File: config.mk
export PLATFORM = sky130hd
export DESIGN_NAME = cache_mem_ctrl_flat
export DESIGN_NICKNAME = d
export VERILOG_FILES = /design/src/rtl/cache_mem_ctrl_if.sv /design/src/rtl/cache_mem_ctrl.sv /design/src/flat_wrapper.sv
export SDC_FILE = /design/constraint.sdc
export NUM_CORES = 1
export LEC_CHECK = 0
export BUFFER_PORTS_ARGS = -buffer_cell sky130_fd_sc_hd__clkbuf_2
export CORE_AREA = 5 5 235 237
export DETAILED_ROUTE_END_ITERATION = 6
export DIE_AREA = 0 0 240 242
export PLACE_DENSITY = 0.6
export SLEW_MARGIN = 20
export SYNTH_ARGS = -nofsm -noshare
export SYNTH_HDL_FRONTEND = slang
export SYNTH_SLANG_ARGS = --single-unit
File: constraint.sdc
create_clock -name m_clk_i -period 28.1 [get_ports m_clk_i]
set_input_delay 5.62 -clock m_clk_i [delete_from_list [all_inputs] [get_ports m_clk_i]]
set_output_delay 5.62 -clock m_clk_i [all_outputs]
set_load 0.05 [all_outputs]
File: src/rtl/cache_mem_ctrl_if.sv
// Bus bundle between the cache FSM, cache_mem_ctrl and the block memory model.
// The master modport is the controller; the slave modport is the cache/memory side.
interface cache_mem_ctrl_if #(
    parameter int unsigned c_block_size = 2,
    parameter int unsigned c_line_size  = 32,
    parameter int unsigned address_size = 32
);
    localparam int unsigned BA = address_size - c_block_size - 2;
    localparam int unsigned BD = (32'd1 << c_block_size) * c_line_size;

    // cache side
    logic          c_fill_req_i;
    logic [BA-1:0] c_fill_addr_i;
    logic          c_evict_req_i;
    logic [BA-1:0] c_evict_addr_i;
    logic [BD-1:0] c_evict_data_i;
    logic          c_busy_o;
    logic [BD-1:0] c_fill_data_o;
    logic          c_fill_valid_o;
    logic          c_wb_done_o;
    logic          c_err_o;

    // memory side
    logic          mem_read_o;
    logic          mem_wr_o;
    logic [BA-1:0] mem_addr_o;
    logic [BD-1:0] mem_wr_data_o;
    logic          mem_busywait_i;
    logic [BD-1:0] mem_read_data_i;
    logic          mem_read_done_i;
    logic          mem_write_done_i;

    modport master (
        input  c_fill_req_i, c_fill_addr_i, c_evict_req_i, c_evict_addr_i, c_evict_data_i,
        output c_busy_o, c_fill_data_o, c_fill_valid_o, c_wb_done_o, c_err_o,
        output mem_read_o, mem_wr_o, mem_addr_o, mem_wr_data_o,
        input  mem_busywait_i, mem_read_data_i, mem_read_done_i, mem_write_done_i
    );

    modport slave (
        output c_fill_req_i, c_fill_addr_i, c_evict_req_i, c_evict_addr_i, c_evict_data_i,
        input  c_busy_o, c_fill_data_o, c_fill_valid_o, c_wb_done_o, c_err_o,
        input  mem_read_o, mem_wr_o, mem_addr_o, mem_wr_data_o,
        output mem_busywait_i, mem_read_data_i, mem_read_done_i, mem_write_done_i
    );
endinterface

File: src/rtl/cache_mem_ctrl.sv
// Cache-side block transfer initiator: sequences write-back then fill onto the
// memory read/write/done handshake, with a per-transfer done timeout.
module cache_mem_ctrl #(
    parameter int unsigned c_block_size = 2,
    parameter int unsigned c_line_size  = 32,
    parameter int unsigned address_size = 32,
    parameter int unsigned c_timeout    = 64
) (
    input logic             m_clk_i,
    input logic             m_reset_i,
    cache_mem_ctrl_if.master bus
);
    localparam int unsigned BA = address_size - c_block_size - 2;
    localparam int unsigned BD = (32'd1 << c_block_size) * c_line_size;
    localparam int unsigned CW = 8;
    localparam logic [CW-1:0] TO_LAST = CW'(c_timeout - 1);

    typedef enum logic [1:0] {IDLE, WB, FILL, RESP} state_t;

    state_t        state_q, state_d;
    logic [CW-1:0] cnt_q, cnt_d;
    logic          pend_q, pend_d;
    logic [BA-1:0] fill_addr_q, fill_addr_d;
    logic [BA-1:0] mem_addr_q, mem_addr_d;
    logic [BD-1:0] wr_data_q, wr_data_d;
    logic [BD-1:0] fill_data_q, fill_data_d;
    logic          err_q, err_d;
    logic          wb_done_q, wb_done_d;
    logic          busy_q, rd_q, wr_q, valid_q;
    logic          timeout_c;
    logic          busywait_unused;

    // Busywait is advisory only; the done pulses alone advance the sequence.
    assign busywait_unused = bus.mem_busywait_i;

    assign timeout_c = (cnt_q == TO_LAST);

    // Next-state and next-register values.
    always_comb begin
        state_d     = state_q;
        pend_d      = pend_q;
        fill_addr_d = fill_addr_q;
        mem_addr_d  = mem_addr_q;
        wr_data_d   = wr_data_q;
        fill_data_d = fill_data_q;
        err_d       = err_q;
        wb_done_d   = 1'b0;
        cnt_d       = '0;

        unique case (state_q)
            IDLE: begin
                if (bus.c_evict_req_i) begin
                    state_d    = WB;
                    mem_addr_d = bus.c_evict_addr_i;
                    wr_data_d  = bus.c_evict_data_i;
                    if (bus.c_fill_req_i) begin
                        pend_d      = 1'b1;
                        fill_addr_d = bus.c_fill_addr_i;
                    end
                end else if (bus.c_fill_req_i) begin
                    state_d     = FILL;
                    fill_addr_d = bus.c_fill_addr_i;
                    mem_addr_d  = bus.c_fill_addr_i;
                end
            end
            WB: begin
                if (bus.mem_write_done_i) begin
                    wb_done_d = 1'b1;
                    if (pend_q) begin
                        state_d    = FILL;
                        pend_d     = 1'b0;
                        mem_addr_d = fill_addr_q;
                    end else begin
                        state_d = IDLE;
                    end
                end else if (timeout_c) begin
                    err_d   = 1'b1;
                    pend_d  = 1'b0;
                    state_d = IDLE;
                end
            end
            FILL: begin
                if (bus.mem_read_done_i) begin
                    fill_data_d = bus.mem_read_data_i;
                    state_d     = RESP;
                end else if (timeout_c) begin
                    err_d   = 1'b1;
                    pend_d  = 1'b0;
                    state_d = IDLE;
                end
            end
            RESP: state_d = IDLE;
            default: state_d = IDLE;
        endcase

        // Counter runs only while staying in a transfer state; any entry clears it.
        if ((state_d == state_q) && ((state_q == WB) || (state_q == FILL)))
            cnt_d = cnt_q + CW'(1);
    end

    // State and registered outputs.
    always_ff @(posedge m_clk_i or posedge m_reset_i) begin
        if (m_reset_i) begin
            state_q     <= IDLE;
            cnt_q       <= '0;
            pend_q      <= 1'b0;
            fill_addr_q <= '0;
            mem_addr_q  <= '0;
            wr_data_q   <= '0;
            fill_data_q <= '0;
            err_q       <= 1'b0;
            wb_done_q   <= 1'b0;
            busy_q      <= 1'b0;
            rd_q        <= 1'b0;
            wr_q        <= 1'b0;
            valid_q     <= 1'b0;
        end else begin
            state_q     <= state_d;
            cnt_q       <= cnt_d;
            pend_q      <= pend_d;
            fill_addr_q <= fill_addr_d;
            mem_addr_q  <= mem_addr_d;
            wr_data_q   <= wr_data_d;
            fill_data_q <= fill_data_d;
            err_q       <= err_d;
            wb_done_q   <= wb_done_d;
            busy_q      <= (state_d != IDLE);
            rd_q        <= (state_d == FILL);
            wr_q        <= (state_d == WB);
            valid_q     <= (state_d == RESP);
        end
    end

    assign bus.c_busy_o       = busy_q;
    assign bus.c_fill_data_o  = fill_data_q;
    assign bus.c_fill_valid_o = valid_q;
    assign bus.c_wb_done_o    = wb_done_q;
    assign bus.c_err_o        = err_q;
    assign bus.mem_read_o     = rd_q;
    assign bus.mem_wr_o       = wr_q;
    assign bus.mem_addr_o     = mem_addr_q;
    assign bus.mem_wr_data_o  = wr_data_q;
endmodule
File: src/flat_wrapper.sv
// flat-port wrapper written by rule: the top's interface ports become plain ports
module cache_mem_ctrl_flat 
#(
    parameter int unsigned c_block_size = 2,
    parameter int unsigned c_line_size  = 32,
    parameter int unsigned address_size = 32,
    parameter int unsigned c_timeout    = 64
)
  (m_clk_i, m_reset_i, bus_c_fill_req_i, bus_c_fill_addr_i, bus_c_evict_req_i, bus_c_evict_addr_i, bus_c_evict_data_i, bus_c_busy_o, bus_c_fill_data_o, bus_c_fill_valid_o, bus_c_wb_done_o, bus_c_err_o, bus_mem_read_o, bus_mem_wr_o, bus_mem_addr_o, bus_mem_wr_data_o, bus_mem_busywait_i, bus_mem_read_data_i, bus_mem_read_done_i, bus_mem_write_done_i);
  cache_mem_ctrl_if #(.c_block_size(c_block_size), .c_line_size(c_line_size), .address_size(address_size)) bus_i ();
  input logic m_clk_i;
  input logic m_reset_i;
  input wire logic [$bits(bus_i.c_fill_req_i)-1:0] bus_c_fill_req_i;
  input wire logic [$bits(bus_i.c_fill_addr_i)-1:0] bus_c_fill_addr_i;
  input wire logic [$bits(bus_i.c_evict_req_i)-1:0] bus_c_evict_req_i;
  input wire logic [$bits(bus_i.c_evict_addr_i)-1:0] bus_c_evict_addr_i;
  input wire logic [$bits(bus_i.c_evict_data_i)-1:0] bus_c_evict_data_i;
  output wire logic [$bits(bus_i.c_busy_o)-1:0] bus_c_busy_o;
  output wire logic [$bits(bus_i.c_fill_data_o)-1:0] bus_c_fill_data_o;
  output wire logic [$bits(bus_i.c_fill_valid_o)-1:0] bus_c_fill_valid_o;
  output wire logic [$bits(bus_i.c_wb_done_o)-1:0] bus_c_wb_done_o;
  output wire logic [$bits(bus_i.c_err_o)-1:0] bus_c_err_o;
  output wire logic [$bits(bus_i.mem_read_o)-1:0] bus_mem_read_o;
  output wire logic [$bits(bus_i.mem_wr_o)-1:0] bus_mem_wr_o;
  output wire logic [$bits(bus_i.mem_addr_o)-1:0] bus_mem_addr_o;
  output wire logic [$bits(bus_i.mem_wr_data_o)-1:0] bus_mem_wr_data_o;
  input wire logic [$bits(bus_i.mem_busywait_i)-1:0] bus_mem_busywait_i;
  input wire logic [$bits(bus_i.mem_read_data_i)-1:0] bus_mem_read_data_i;
  input wire logic [$bits(bus_i.mem_read_done_i)-1:0] bus_mem_read_done_i;
  input wire logic [$bits(bus_i.mem_write_done_i)-1:0] bus_mem_write_done_i;
  assign bus_i.c_fill_req_i = bus_c_fill_req_i;
  assign bus_i.c_fill_addr_i = bus_c_fill_addr_i;
  assign bus_i.c_evict_req_i = bus_c_evict_req_i;
  assign bus_i.c_evict_addr_i = bus_c_evict_addr_i;
  assign bus_i.c_evict_data_i = bus_c_evict_data_i;
  assign bus_c_busy_o = bus_i.c_busy_o;
  assign bus_c_fill_data_o = bus_i.c_fill_data_o;
  assign bus_c_fill_valid_o = bus_i.c_fill_valid_o;
  assign bus_c_wb_done_o = bus_i.c_wb_done_o;
  assign bus_c_err_o = bus_i.c_err_o;
  assign bus_mem_read_o = bus_i.mem_read_o;
  assign bus_mem_wr_o = bus_i.mem_wr_o;
  assign bus_mem_addr_o = bus_i.mem_addr_o;
  assign bus_mem_wr_data_o = bus_i.mem_wr_data_o;
  assign bus_i.mem_busywait_i = bus_mem_busywait_i;
  assign bus_i.mem_read_data_i = bus_mem_read_data_i;
  assign bus_i.mem_read_done_i = bus_mem_read_done_i;
  assign bus_i.mem_write_done_i = bus_mem_write_done_i;
  cache_mem_ctrl #(.c_block_size(c_block_size), .c_line_size(c_line_size), .address_size(address_size), .c_timeout(c_timeout)) u_core (.m_clk_i(m_clk_i), .m_reset_i(m_reset_i), .bus(bus_i));
endmodule
Word level (Yosys, flattened, before mapping)
Cells that the tools add are included.
- register bits after elaboration: 329
- input port bits: 319
- output and inout port bits: 290
- word-level logic and storage cells: 67
- add/subtract/negate cells: 1
- eq/ne operators: 15
- multiplexer cells: 25
- reductions and logical operators: 13
- operators with widths (cell ; number):
    two-way mux 28 bit ; 4
    case mux 28 bit (2 select lines) ; 1
    two-way mux 2 bit ; 6
    two-way mux 1 bit ; 10
    inequality test 2 bit (second input constant) ; 5
    adder 8 x 1 -> 8 bit (second input constant) ; 1
    equality test 2 bit (second input constant) ; 4
    equality test 8 x 6 -> 1 bit (second input constant) ; 1
    two-way mux 8 bit ; 1
    case mux 2 bit (4 select lines) ; 1
    AND reduction 4 bit ; 2
    AND reduction 2 bit ; 3
    nonzero test 2 bit ; 3
    equality test 2 x 1 -> 1 bit (second input constant) ; 2
    inequality test 3 bit (second input constant) ; 1
    case mux 1 bit (3 select lines) ; 1
    AND reduction 3 bit ; 1
    nonzero test 3 bit ; 1
    equality test 2 bit ; 1
    zero test 2 bit ; 1
    inequality test 2 x 1 -> 1 bit (second input constant) ; 1
    case mux 1 bit (2 select lines) ; 1
    logical AND 1 bit ; 1
    logical OR 1 bit ; 1

Logic depth before layout (Yosys ltp)
- word-level depth: 7
- mapped depth: 9
- depth with buffers taken out: 6

Worst setup path before layout
No wires, ideal clock.
- kind: input-to-reg
- start: input port bus_c_evict_req_i
- end: register u_core.wr_data_q[0] (netlist: u_core.bus.mem_wr_data_o[0])
- library setup time: 0.125 ns
- arrival time: 6.629 ns
- data required time: 27.975 ns
- setup slack: 21.346 ns
- stages: 6
- path buffers: 4
- cell sequence: buf_2 -> and2_1 -> buf_6 -> buf_6 -> buf_2 -> mux2_2
- word-level cells in the longest chain between the ends: 1
- RTL lines (what ; line ; source):
    from (decl) ; flat_wrapper.sv:15 ; input wire logic [$bits(bus_i.c_evict_req_i)-1:0] bus_c_evict_req_i;
    AND reduction 2 bit (no line) ; -- ;
    to (signal assigned) ; cache_mem_ctrl.sv:123 ; wr_data_q <= wr_data_d;
    to (decl) ; cache_mem_ctrl.sv:25 ; logic [BD-1:0] wr_data_q, wr_data_d;
Every way passes these cells.
A chain may end at the register's enable or synchronous reset.

Final worst setup path
- start: input port bus_c_evict_req_i
- end: register u_core.wr_data_q[78] (netlist: u_core.bus.mem_wr_data_o[78])
Same word-level chain as after synthesis.

==> impl_metrics.csv <==
group,metric,value,unit
synth,synth_edf_count,0,
setup_path,crit_path_cell_trace,"clkbuf_2 > buf_4 > and2_4 > buf_4 > mux2_2",
global_routing,grt_pass1_vias,10959,
synth,synthTopCellsByCount,"417 x nand2_1, 329 x dfrtp_1, 156 x mux2_2",
drt,wirelength,40200,microns
timing,maxSlewHeadroom,31.1,%
timing,finalWorstSetupSlack,20070,ps
cells_and_area,area_growth,38.2,%
cells_and_area,diodes,0,
place,post-dp-hpwl,29600,microns
synth,async_flop_share,100,%
setup_path,slowest_delay,880,ps
drt,drt-initial-drc-count,291,
pwr,seq_power_share,30.0,%
timing,fin_worst_skew,6.94,ps
setup_path,critPathCapture,"u_core.bus.mem_wr_data_o[78]$_DFFE_PP0P_",
synth,syn_area,13100,sq um
cells_and_area,fillers,5410,
cts,clock-sinks,329,
cts,hold_buffers,0,
setup_path,crit_path_frequent_cell,"buf_4",
cts,post_cts_resized,0,
setup_path,reg2reg_to,"u_core.bus.mem_wr_data_o[78]$_DFFE_PP0P_",
pwr,leakage,9.56,nW
setup_path,cp_slowest_cell,"buf_4",
setup_path,r2r-start,"u_core.state_q[1]$_DFF_PP0_",
drt,drtPass1Iterations,6,
setup_path,arrival,8440,ps
timing,tns,0,ps
cells_and_area,drive_gt1_share,48.0,%
flow_run,drv_cap,0,
drt,routedWlPerCell,16.3,microns
synth,ys_seq_elements,329,
synth,yosysTopAreaCell,"dfrtp_1",
setup_path,cp_top_family,"buffers and inverters",
synth,synth_area_leaders,"dfrtp_1 63%, mux2_2 13%, nand2_1 12%, mux2i_1 2.1%, a21oi_1 1.2%",
place,pre_cts_ws,19550,ps
global_routing,grt_pass1_wl,62000,microns
timing,clock.fmax,0.124,GHz
setup_path,timing.reg2reg.setup_slack,24750,ps
setup_path,startpoint,"bus_c_evict_req_i",
global_routing,grt_max_degree,143,
synth,yosysTopAreaCellShare,62.7,%
floorplan,core_area,53100,sq um
drt,antenna_left,0,
timing,worst_pin_slew,1030,ps
timing,fin_crit,8030,ps
setup_path,cp_max_fo,80,
cts,cts_root_buf,"clkbuf_16",
pwr,clkPwrFrac,18.8,%
setup_path,cp.depth,5,
setup_path,cp.buffers_inverters,3,
global_routing,overflow,0,
synth,synth_cells,1150,
synth,ys_types,45,
cts,htree_num_levels,2,
timing,period_share,28.6,%
synth,synth-seq-area-share,62.7,%
cts,cts_inserted_buffers,38,
timing,hold_viol_final,0,
pwr,p_int,1.38,mW
drt,vias,10344,
place,gp_congestion,0.819,
synth,ys_warn_count,0,
floorplan,die-area,58100,sq um
cts,cts_setup_buffers,0,
pwr,power.density,153,nW/um^2
drt,drcViolationCount,0,
synth,synth-main-ff-cell,"dfrtp_1",
synth,synth_fp_nets,1474,
setup_path,end_kind,"flop",
place,port_buffers,607,
floorplan,die_h,242,microns
drt,vias_per_cell,4.19,
setup_path,critPathRequiredTime,28510,ps
cts,cts.path.max_buffers,3,
cells_and_area,final_nets,2066,
global_routing,grt_antenna_before_repair,0,
hold_path,hold_path_class,"reg -> reg",
pwr,p_switching,1.40,mW
global_routing,grtUsageTotal,13.2,%
pwr,pwr-share-comb,51.2,%
pwr,ir_drop,79.8,uV
cts,clkLatencyLatePin,530,ps
setup_path,r2r_cells,5,
floorplan,die_w,240,microns
setup_path,crit_type,"in -> reg",
cts,cts.reportedPaths.clkPinSlew,60,ps
floorplan,rows,85,
timing,finalMaxSlewViolations,0,
cts,cts_tree,"done",
synth,yosysMostFrequentCell,"nand2_1",
timing,setup_viol,0,
outcome,status,"finished clean",
synth,postSynthAreaPerCell,11.4,sq um
setup_path,crit_path_start_kind,"input pin",
timing,rsz0062_at_grt,"false",
pwr,p_sw_share,50.4,%
floorplan,io_pins,609,
floorplan,initial_core_util,24.7,%
## sequential cells by signal, indices dropped and copies added, names as in the netlist
name / count
u_core.bus.c_fill_data_o: 128
u_core.bus.c_busy_o: 1
u_core.bus.mem_wr_data_o: 128
u_core.bus.c_err_o: 1
u_core.bus.mem_wr_o: 1
u_core.cnt_q: 8
u_core.bus.mem_addr_o: 28
u_core.pend_q: 1
u_core.bus.c_wb_done_o: 1
u_core.bus.mem_read_o: 1
u_core.fill_addr_q: 28
u_core.state_q: 2
u_core.bus.c_fill_valid_o: 1
## per-stage QoR
step	area, sq um	power [mW]	hold slack (ps)	instances	utilization (%)
global route	18100	2.92	487	2467	34.2
floorplan	13100	1.91	470	1150	-
global placement	16800	2.25	457	2398	31.7
CTS	18100	2.81	475	2467	34.2
detailed placement	16800	2.27	461	2398	31.7
finish	18100	2.77	469	2467	34.2
## cell families (layout without fill, tap and decap cells)
family | after synthesis | in the layout | share of synthesized area [%]
AND/OR/NAND/NOR | 477 | 477 | 14.5
flip-flops | 329 | 329 | 62.7
XOR/XNOR | 6 | 6 | 0.400
adder cells (fa/ha/maj) | 5 | 5 | 0.477
multiplexers | 184 | 184 | 15.5
buffers and inverters | 70 | 691 | 2.73
AO/OA/AOI/OAI | 79 | 79 | 3.64
## worst min path at each step
stage,startpoint,endpoint,slack (ps),cells after the start
5_1_grt,u_core.bus.c_fill_data_o[61]$_DFFE_PP0P_,u_core.bus.c_fill_data_o[61]$_DFFE_PP0P_,490,2
6_report,u_core.bus.c_fill_data_o[26]$_DFFE_PP0P_,u_core.bus.c_fill_data_o[26]$_DFFE_PP0P_,470,2
4_1_cts,u_core.bus.c_fill_data_o[26]$_DFFE_PP0P_,u_core.bus.c_fill_data_o[26]$_DFFE_PP0P_,480,2
3_3_place_gp,u_core.bus.c_fill_data_o[65]$_DFFE_PP0P_,u_core.bus.c_fill_data_o[65]$_DFFE_PP0P_,460,2
3_5_place_dp,u_core.bus.c_fill_data_o[26]$_DFFE_PP0P_,u_core.bus.c_fill_data_o[26]$_DFFE_PP0P_,460,2
2_1_floorplan,u_core.pend_q$_DFFE_PP0P_,u_core.pend_q$_DFFE_PP0P_,470,2
## routing by layer
| layer | global-route usage [%] | vias up | part of all wire [%] |
|---|---|---|---|
| met4 | 4.89 | 0 | 3.2 |
| met5 | 0 | - | 0 |
| met1 | 15.8 | 4942 | 40 |
| li1 | - | 4934 | - |
| met3 | 3.29 | 70 | 7.7 |
| met2 | 23.0 | 398 | 49 |
## cells in the final DEF, fill, tap and decap left out, types with 3 or more instances in the layout
cell type  instances
xor2_1             3
nand2_1          416
clkbuf_1          10
buf_4              8
dfrtp_1          329
mux2i_1           28
clkbuf_2         607
o21ai_0           32
nand3_1            6
clkbuf_8          12
xnor2_1            3
nor2_1            30
inv_1              5
mux2_2           156
a21oi_1           32
clkbuf_16         41
nor3_2             7
ha_1               4
bufinv_16          3
## layout make-up
type                       count  area [sq um]  share of cell area (%)
sequential                   329          8230                    45.4
multi-input combinational    751          4550                    25.1
timing repair buffer         616          3120                    17.2
clock buffer                  63          1230                    6.77
tap                          696           871                    4.80
clock inverter                 6           109                   0.600
inverter                       6          30.0                   0.166
## worst reg2reg max path, delay by kind of cell (launching register included)
family        cells  cell delay [ps]
fa+ha+maj         1              370
flops             1              500
mux               1              520
buf+inv           2             1080
simple gates      1              760
## power groups by stage
stage | clock [mW] | sequential, mW | combinational, mW
floorplan | 0 | 1.52 | 0.382
global placement | 0 | 0.828 | 1.42
detailed placement | 0 | 0.837 | 1.44
CTS | 0.540 | 0.834 | 1.44
global route | 0.559 | 0.862 | 1.50
finish | 0.521 | 0.832 | 1.42
(Power assumes the default switching activity.)
